===== config.mk =====
export PLATFORM = sky130hd
export DESIGN_NAME = tpu_mmio_ctrl
export DESIGN_NICKNAME = d
export VERILOG_FILES = /design/src/rtl/tpu_pkg.sv /design/src/rtl/tpu_skew_feed.sv /design/src/rtl/tpu_mmio_ctrl.sv
export SDC_FILE = /design/constraint.sdc
export NUM_CORES = 2
export LEC_CHECK = 0
export CAP_MARGIN = 20
export CORE_MARGIN = 1.5
export CORE_UTILIZATION = 45
export DETAILED_ROUTE_END_ITERATION = 12
export GPL_ROUTABILITY_DRIVEN = 1
export PLACE_DENSITY = 0.66
export SETUP_SLACK_MARGIN = 0.5
export SLEW_MARGIN = 20
export SYNTH_ARGS = -nofsm -noshare
export SYNTH_HDL_FRONTEND = slang
export SYNTH_SLANG_ARGS = --single-unit
export TNS_END_PERCENT = 10

===== constraint.sdc =====
create_clock -name clk -period 5.57 [get_ports clk]
set_clock_uncertainty 0.15 [all_clocks]
set_input_delay 1.114 -clock clk [delete_from_list [all_inputs] [get_ports clk]]
set_output_delay 1.114 -clock clk [all_outputs]
set_load 0.01 [all_outputs]

===== src/rtl/tpu_pkg.sv =====
// Shared types and MMIO map for the TPU MMIO front-end.
package tpu_pkg;

  typedef enum logic [1:0] {
    ST_IDLE  = 2'd0,
    ST_CLEAR = 2'd1,
    ST_FEED  = 2'd2
  } state_t;

  localparam int unsigned A_OFS      = 32'h0100;
  localparam int unsigned B_OFS      = 32'h0200;
  localparam int unsigned C_OFS      = 32'h0300;
  localparam int unsigned CTRL_OFS   = 32'h0400;
  localparam int unsigned STATUS_OFS = 32'h0500;
  localparam int unsigned PERF_OFS   = 32'h0508;

  localparam int CTRL_START = 0;
  localparam int CTRL_ACC   = 1;
  localparam int STAT_BUSY  = 0;
  localparam int STAT_DONE  = 1;

endpackage


===== src/rtl/tpu_skew_feed.sv =====
// DIM x DIM operand buffer with diagonal (wavefront) readout at a given step.
// ROW_FEED=1: lane l = buf[l][step-l] (A side); ROW_FEED=0: lane l = buf[step-l][l] (B side).
module tpu_skew_feed #(
  parameter int BITS     = 8,
  parameter int DIM      = 8,
  parameter int STW      = 5,
  parameter bit ROW_FEED = 1'b1
) (
  input  logic                    clk,
  input  logic                    rst_n,
  input  logic                    wr_en,
  input  logic [$clog2(DIM)-1:0]  wr_row,
  input  logic [DIM*BITS-1:0]     wr_data,
  input  logic                    en,
  input  logic [STW-1:0]          step,
  output logic [DIM*BITS-1:0]     feed
);

  localparam int RW = $clog2(DIM);

  logic [DIM*BITS-1:0] buf_q [DIM];

  always_ff @(posedge clk or negedge rst_n) begin
    if (!rst_n) begin
      for (int r = 0; r < DIM; r++) buf_q[r] <= '0;
    end else if (wr_en) begin
      buf_q[wr_row] <= wr_data;
    end
  end

  // Lanes outside the active diagonal band are driven to zero.
  always_comb begin
    feed = '0;
    for (int l = 0; l < DIM; l++) begin
      if (en && (int'(step) >= l) && (int'(step) - l < DIM)) begin
        if (ROW_FEED)
          feed[l*BITS +: BITS] = buf_q[l][(int'(step) - l)*BITS +: BITS];
        else
          feed[l*BITS +: BITS] = buf_q[RW'(int'(step) - l)][l*BITS +: BITS];
      end
    end
  end

endmodule


===== src/rtl/tpu_mmio_ctrl.sv =====
// MMIO front-end for a DIM x DIM output-stationary systolic array.
// Optional busy-cycle counter at PERF enabled by defining TPU_PERF_CNT_EN.
//
// state    | meaning
// ST_IDLE  | operands/C accessible over MMIO, waiting for start
// ST_CLEAR | zeroing C rows 0..DIM-1, one per cycle
// ST_FEED  | streaming skewed A/B into the array, 3*DIM-2 steps
module tpu_mmio_ctrl
  import tpu_pkg::*;
#(
  parameter int BITS_AB = 8,
  parameter int BITS_C  = 16,
  parameter int DIM     = 8,
  parameter int ADDRW   = 16,
  parameter int DATAW   = 64
) (
  input  logic                    clk,
  input  logic                    rst_n,
  input  logic                    req,
  input  logic                    r_w,
  input  logic [ADDRW-1:0]        addr,
  input  logic [DATAW-1:0]        dataIn,
  output logic [DATAW-1:0]        dataOut,
  output logic                    busy,
  output logic                    done_pulse,
  output logic                    arr_en,
  output logic [DIM*BITS_AB-1:0]  arr_a,
  output logic [DIM*BITS_AB-1:0]  arr_b,
  output logic                    arr_c_wr,
  output logic [$clog2(DIM)-1:0]  arr_c_row,
  output logic [DIM*BITS_C-1:0]   arr_cin,
  input  logic [DIM*BITS_C-1:0]   arr_cout
);

  localparam int CW  = DIM*BITS_C/DATAW;
  localparam int CWW = (CW > 1) ? $clog2(CW) : 1;
  localparam int SW  = (CW > 1) ? CW - 1 : 1;
  localparam int RW  = $clog2(DIM);
  localparam int STW = $clog2(3*DIM);

  localparam logic [ADDRW-1:0] A_LO      = ADDRW'(A_OFS);
  localparam logic [ADDRW-1:0] B_LO      = ADDRW'(B_OFS);
  localparam logic [ADDRW-1:0] C_LO      = ADDRW'(C_OFS);
  localparam logic [ADDRW-1:0] CTRL_LO   = ADDRW'(CTRL_OFS);
  localparam logic [ADDRW-1:0] STATUS_LO = ADDRW'(STATUS_OFS);
  localparam logic [ADDRW-1:0] PERF_LO   = ADDRW'(PERF_OFS);
  localparam logic [ADDRW-1:0] AB_SPAN   = ADDRW'(8*DIM);
  localparam logic [ADDRW-1:0] C_SPAN    = ADDRW'(8*DIM*CW);

  localparam logic [STW-1:0] FEED_LAST  = STW'(3*DIM - 3);
  localparam logic [STW-1:0] CLEAR_LAST = STW'(DIM - 1);
  localparam logic [CWW-1:0] C_LAST     = CWW'(CW - 1);

  state_t            state_q;
  logic [STW-1:0]    cnt_q;
  logic              done_q;
  logic [DATAW-1:0]  staging_q [SW];

  logic              aligned, hit_a, hit_b, hit_c, hit_ctrl, hit_status, hit_perf;
  logic [ADDRW-1:0]  a_off, b_off, c_off, c_idx;
  logic [RW-1:0]     a_row, b_row, c_row, clr_row, row_sel;
  logic [CWW-1:0]    c_word;
  logic              wr, idle, clearing, feeding, start, c_commit, stage_wr;
  logic [STW-1:0]    step;
  logic [DATAW-1:0]  rd_data, perf_val;
  logic [DIM*BITS_C-1:0] cin_wr;

  // Offsets below a base wrap to large values, so one compare bounds each window.
  always_comb begin
    aligned    = (addr[2:0] == 3'b000);
    a_off      = addr - A_LO;
    b_off      = addr - B_LO;
    c_off      = addr - C_LO;
    c_idx      = c_off >> 3;
    hit_a      = aligned && (a_off < AB_SPAN);
    hit_b      = aligned && (b_off < AB_SPAN);
    hit_c      = aligned && (c_off < C_SPAN);
    hit_ctrl   = (addr == CTRL_LO);
    hit_status = (addr == STATUS_LO);
    hit_perf   = (addr == PERF_LO);
    a_row      = a_off[3 +: RW];
    b_row      = b_off[3 +: RW];
    c_row      = RW'(c_idx / ADDRW'(CW));
    c_word     = CWW'(c_idx % ADDRW'(CW));
  end

  assign wr       = req && r_w;
  assign idle     = (state_q == ST_IDLE);
  assign clearing = (state_q == ST_CLEAR);
  assign feeding  = (state_q == ST_FEED);
  assign start    = wr && idle && hit_ctrl && dataIn[CTRL_START];
  assign c_commit = wr && idle && hit_c && (c_word == C_LAST);
  assign stage_wr = wr && idle && hit_c && (c_word != C_LAST);
  assign step     = FEED_LAST - cnt_q;
  assign clr_row  = RW'(CLEAR_LAST - cnt_q);

  always_ff @(posedge clk or negedge rst_n) begin
    if (!rst_n) begin
      state_q <= ST_IDLE;
      cnt_q   <= '0;
      done_q  <= 1'b0;
    end else begin
      case (state_q)
        ST_IDLE: begin
          if (start) begin
            done_q <= 1'b0;
            if (dataIn[CTRL_ACC]) begin
              state_q <= ST_FEED;
              cnt_q   <= FEED_LAST;
            end else begin
              state_q <= ST_CLEAR;
              cnt_q   <= CLEAR_LAST;
            end
          end
        end
        ST_CLEAR: begin
          if (cnt_q == '0) begin
            state_q <= ST_FEED;
            cnt_q   <= FEED_LAST;
          end else begin
            cnt_q <= cnt_q - 1'b1;
          end
        end
        ST_FEED: begin
          if (cnt_q == '0) begin
            state_q <= ST_IDLE;
            done_q  <= 1'b1;
          end else begin
            cnt_q <= cnt_q - 1'b1;
          end
        end
        default: state_q <= ST_IDLE;
      endcase
    end
  end

  always_ff @(posedge clk or negedge rst_n) begin
    if (!rst_n) begin
      for (int w = 0; w < SW; w++) staging_q[w] <= '0;
    end else begin
      for (int w = 0; w < SW; w++)
        if (stage_wr && (c_word == CWW'(w))) staging_q[w] <= dataIn;
    end
  end

  always_comb begin
    cin_wr = '0;
    for (int w = 0; w < SW; w++) cin_wr[w*DATAW +: DATAW] = staging_q[w];
    cin_wr[(CW-1)*DATAW +: DATAW] = dataIn;
  end

  tpu_skew_feed #(.BITS(BITS_AB), .DIM(DIM), .STW(STW), .ROW_FEED(1'b1)) u_feed_a (
    .clk(clk), .rst_n(rst_n), .wr_en(wr && idle && hit_a), .wr_row(a_row),
    .wr_data(dataIn), .en(feeding), .step(step), .feed(arr_a)
  );

  tpu_skew_feed #(.BITS(BITS_AB), .DIM(DIM), .STW(STW), .ROW_FEED(1'b0)) u_feed_b (
    .clk(clk), .rst_n(rst_n), .wr_en(wr && idle && hit_b), .wr_row(b_row),
    .wr_data(dataIn), .en(feeding), .step(step), .feed(arr_b)
  );

`ifdef TPU_PERF_CNT_EN
  logic [31:0] perf_q;

  always_ff @(posedge clk or negedge rst_n) begin
    if (!rst_n)              perf_q <= '0;
    else if (wr && hit_perf) perf_q <= '0;
    else if (busy)           perf_q <= perf_q + 32'd1;
  end

  assign perf_val = DATAW'(perf_q);
`else
  assign perf_val = '0;
`endif

  always_comb begin
    rd_data = '0;
    if (hit_c && idle) begin
      rd_data = arr_cout[c_word*DATAW +: DATAW];
    end else if (hit_status) begin
      rd_data[STAT_BUSY] = busy;
      rd_data[STAT_DONE] = done_q;
    end else if (hit_perf) begin
      rd_data = perf_val;
    end
  end

  always_comb begin
    row_sel = '0;
    if (clearing)           row_sel = clr_row;
    else if (idle && hit_c) row_sel = c_row;
  end

  // Address-driven outputs are held quiet while reset is asserted.
  assign dataOut    = rst_n ? rd_data : '0;
  assign arr_c_row  = rst_n ? row_sel : '0;
  assign arr_c_wr   = rst_n && (clearing || c_commit);
  assign arr_cin    = (rst_n && c_commit) ? cin_wr : '0;
  assign busy       = !idle;
  assign arr_en     = feeding;
  assign done_pulse = feeding && (cnt_q == '0);

endmodule

==> flow_summary.ini <==
[power]
leakage_nw = 30.1
power.density_mw_per_mm2 = 346
p_sw_share_pct = 34.4
vdd_ir_drop_max_v = 0.000412
p_comb_share_pct = 29.3
p_sw_mw = 7.65
p_int_mw = 14.6
seq_power_share_pct = 36.2
clock_power_share_pct = 34.5

[run_status]
status = completed

[setup_path]
crit_path_start_kind = register
end_kind = output pin
worstPathMaxFanout = 7
criticalPathCategory = register to output pin
worst_path_largest_cell_delay_ns = 0.65
crit_chain = ha_4 > xor2_2 > inv_2 > ha_1 > nand2_1 > or4b_2 > mux2i_4 > a31oi_2 > buf_4 > a21oi_1 > clkdlybuf4s50_1
cp.arrival_ns = 4.05
slowest_stage = or4b_2
cp_data_required_time_ns = 4.31
reg2reg_depth = 9

[final_layout]
postLayoutCellArea_mm2 = 0.0644
syn_to_final_growth_pct = 23.3
nFillCells = 9371
seq_area_mm2 = 0.0274
nNetsFinal = 4433
drive_gt1_share_pct = 39.3
multi_input_area_mm2 = 0.0239

[clock_tree]
htree_levels = 3
numCtsBuffers = 115
cts_tree = built
cts_buffer_depth = 3
cts_root_buffer = clkbuf_16
clkSinkCount = 1096
clock_latency_ns = 0.70
path_clk_slew_ns = 0.06

[global_routing]
grt_overflow = 0
grt_pass1_wl_um = 255000
grt_max_degree = 176
grtUsageTotal_pct = 30.1
grt_pass1_vias = 34743
antenna_found_initial = 38

[drt]
drtPass1Iterations = 6
antenna_left = 0
routedWlPerCell_um = 30.7
drt-total-wl_um = 179000
viasPerCell = 5.94
drc_errors = 0
initialDrtViolationCount = 2908
vias = 34552

[place]
dpl_cell_area_mm2 = 0.0600
place.gp.congestion = 0.902
dp_hpwl_um = 120000
portBuffers = 538

[synthesis]
synth.top_cell.area_share_pct = 52.5
synth_top_cells_by_area = dfrtp_1 (53%), mux2_2 (21%), mux4_2 (11%)
netlist_instances = 3655
synth_edf_count = 0
syn_avg_cell_area_um2 = 14.3
synthArstFlopShare_pct = 100
synth.distinct_cells = 70
synth.cell_area_mm2 = 0.0522
syn_nets = 3890
synth_warnings = 0
seq_area_frac_synth_pct = 52.5
yosys.area.top_type = dfrtp_1
dominantRegCellSynth = dfrtp_1
ys_ff_latch = 1096

[timing]
worstMarginPinSlew_ns = 1.15
slew_headroom_pct = 22.9
hold_viol_final = 0
fin_setup_tns_ns = 0
finalCritPeriodShare_pct = 95.5
slew_viol_final = 0
rsz0062_at_grt = yes
setup_viol = 0
fin_crit_ns = 5.32
fmax_ghz = 0.188

[flow_run]
max_cap_violations = 0

[die]
pin_count = 539
die_h_um = 344
dieArea_mm2 = 0.118
start_util_pct = 45.5
die_width_um = 344
fp.coreArea_mm2 = 0.115
rows = 124

[min_path]
holdCritPathClass = input port to async pin
==> worst paths after layout <==
| kind | end | slack [ns] | start |
|---|---|---|---|
| min in group clk | u_feed_b.buf_q[385]$_DFFE_PN0P_ | 0.33 | u_feed_b.buf_q[385]$_DFFE_PN0P_ |
| setup / recovery | arr_b[63] | 0.25 | cnt_q[1]$_DFFE_PN0P_ |
| setup reg to reg | u_feed_b.buf_q[141]$_DFFE_PN0P_ | 2.54 | state_q[0]$_DFFE_PN0P_ |
| hold / removal | u_feed_b.buf_q[33]$_DFFE_PN0P_ | 0.18 | rst_n |
| max in group asynchronous | cnt_q[1]$_DFFE_PN0P_ | 2.42 | rst_n |
| hold reg to reg | u_feed_b.buf_q[385]$_DFFE_PN0P_ | 0.33 | u_feed_b.buf_q[385]$_DFFE_PN0P_ |
==> routing by layer <==
layer	track usage [%]	wire length [um]	vias up	part of all wire, %
met1	38.8	70100	18466	39
met2	49.6	87400	1370	49
met3	5.68	12700	296	7.1
met4	13.5	8320	24	4.7
met5	0	181	-	0.10
li1	-	-	14396	-
==> logic make-up after synthesis <==
logic type / after synthesis / synth area share [%]
multiplexers: 1413 / 35.8
AND/OR/NAND/NOR: 578 / 5.37
AO/OA/AOI/OAI: 214 / 2.73
buffers and inverters: 319 / 2.80
flip-flops: 1096 / 52.5
XOR/XNOR: 12 / 0.201
adder cells (fa/ha/maj): 23 / 0.551
==> repair_timing <==
| action | 4_1_cts | 5_1_grt |
|---|---|---|
| hold buffers | 0 | 0 |
| pin swaps | 9 | 1 |
| setup buffers | 15 | 1 |
| setup endpoints to repair | 284 | 259 |
| gates cloned | 1 | 0 |
| resized for setup | 80 | 11 |
==> power groups by stage <==
| stage | sequential, mW | clock [mW] | combinational (mW) |
|---|---|---|---|
| 4_1_cts | 8.05 | 7.79 | 6.48 |
| 6_report | 8.06 | 7.69 | 6.52 |
| 2_1_floorplan | 8.15 | 0 | 3.19 |
| 5_1_grt | 8.05 | 8.13 | 6.78 |
| 3_5_place_dp | 8.19 | 0 | 6.03 |
| 3_3_place_gp | 8.19 | 0 | 6.02 |
==> Yosys cell counts (3+ instances only) <==
master,n
and3b_1,5
o21ai_0,26
nand3_1,9
a21boi_0,6
clkbuf_1,159
nand2_1,251
and3_1,4
nor4_1,11
o22ai_1,3
a21o_1,3
a21oi_1,124
xor2_1,6
nor3_1,16
o21a_1,3
buf_4,47
mux2i_1,74
dfrtp_1,1096
nor3_2,3
xnor2_1,6
mux2_1,120
o2111ai_1,11
a2111oi_4,8
nor3b_1,7
mux2_2,963
buf_1,29
ha_1,23
o21ai_1,3
nand2b_1,8
mux4_2,256
nand4_1,7
buf_2,68
inv_1,13
nor2_1,98
and2_1,129
a211oi_1,4
nor4b_1,4
nor2b_1,9
==> critical path: cells and delay by family (launching register included) <==
kind	cells	cell delay, ns
buffers and inverters	3	0.93
and+or+nand+nor	2	0.76
DFF	1	0.54
adders and majority gates	2	0.42
AOI/OAI and AO/OA	2	0.31
muxes	1	0.22
xor gates and xnor gates	1	0.18
==> cells in the final DEF (no fill, tap or decap), types with 27 or more instances in the layout <==
cell type	netlist	layout
clkdlybuf4s50_1	0	514
nor2_1	98	97
mux2_1	120	120
clkbuf_1	159	27
nand2_1	251	250
mux2i_1	74	73
mux2_2	963	963
buf_4	47	154
dfrtp_1	1096	1094
a21oi_1	124	102
clkbuf_8	0	30
clkbuf_16	0	118
and2_1	129	129
mux4_2	256	256
buf_12	0	34
==> through the flow <==
stage / total power [mW] / util [%] / cells / hold slack (ns) / worst slack (ns)
after floorplan: 11.3 / - / 3655 / 0.295 / 0.581
after global placement: 14.2 / 52.4 / 5575 / 0.308 / 0.286
after detailed placement: 14.2 / 52.4 / 5576 / 0.319 / 0.193
after CTS: 22.3 / 56.1 / 5803 / 0.141 / 0.286
after global routing: 23.0 / 56.1 / 5813 / 0.174 / 0.158
final: 22.3 / 56.1 / 5819 / 0.175 / 0.253
==> final cells by class <==
| class | instances | area share, % |
|---|---|---|
| Sequential cell | 1096 | 42.6 |
| Multi-Input combinational cell | 2240 | 37.1 |
| Timing Repair Buffer | 730 | 11.3 |
| Clock buffer | 175 | 5.39 |
| Tap cell | 1512 | 2.94 |
| Clock inverter | 36 | 0.482 |
| Inverter | 15 | 0.0933 |
| Antenna cell | 15 | 0.0583 |
==> registers in the layout, indices dropped and copies added (netlist names) <==
| signal | flops |
|---|---|
| u_feed_a.buf_q | 512 |
| done_q | 1 |
| u_feed_b.buf_q | 512 |
| cnt_q | 5 |
| state_q | 2 |
| staging_q | 64 |
No activity file was read; power rests on OpenSTA's default activity.
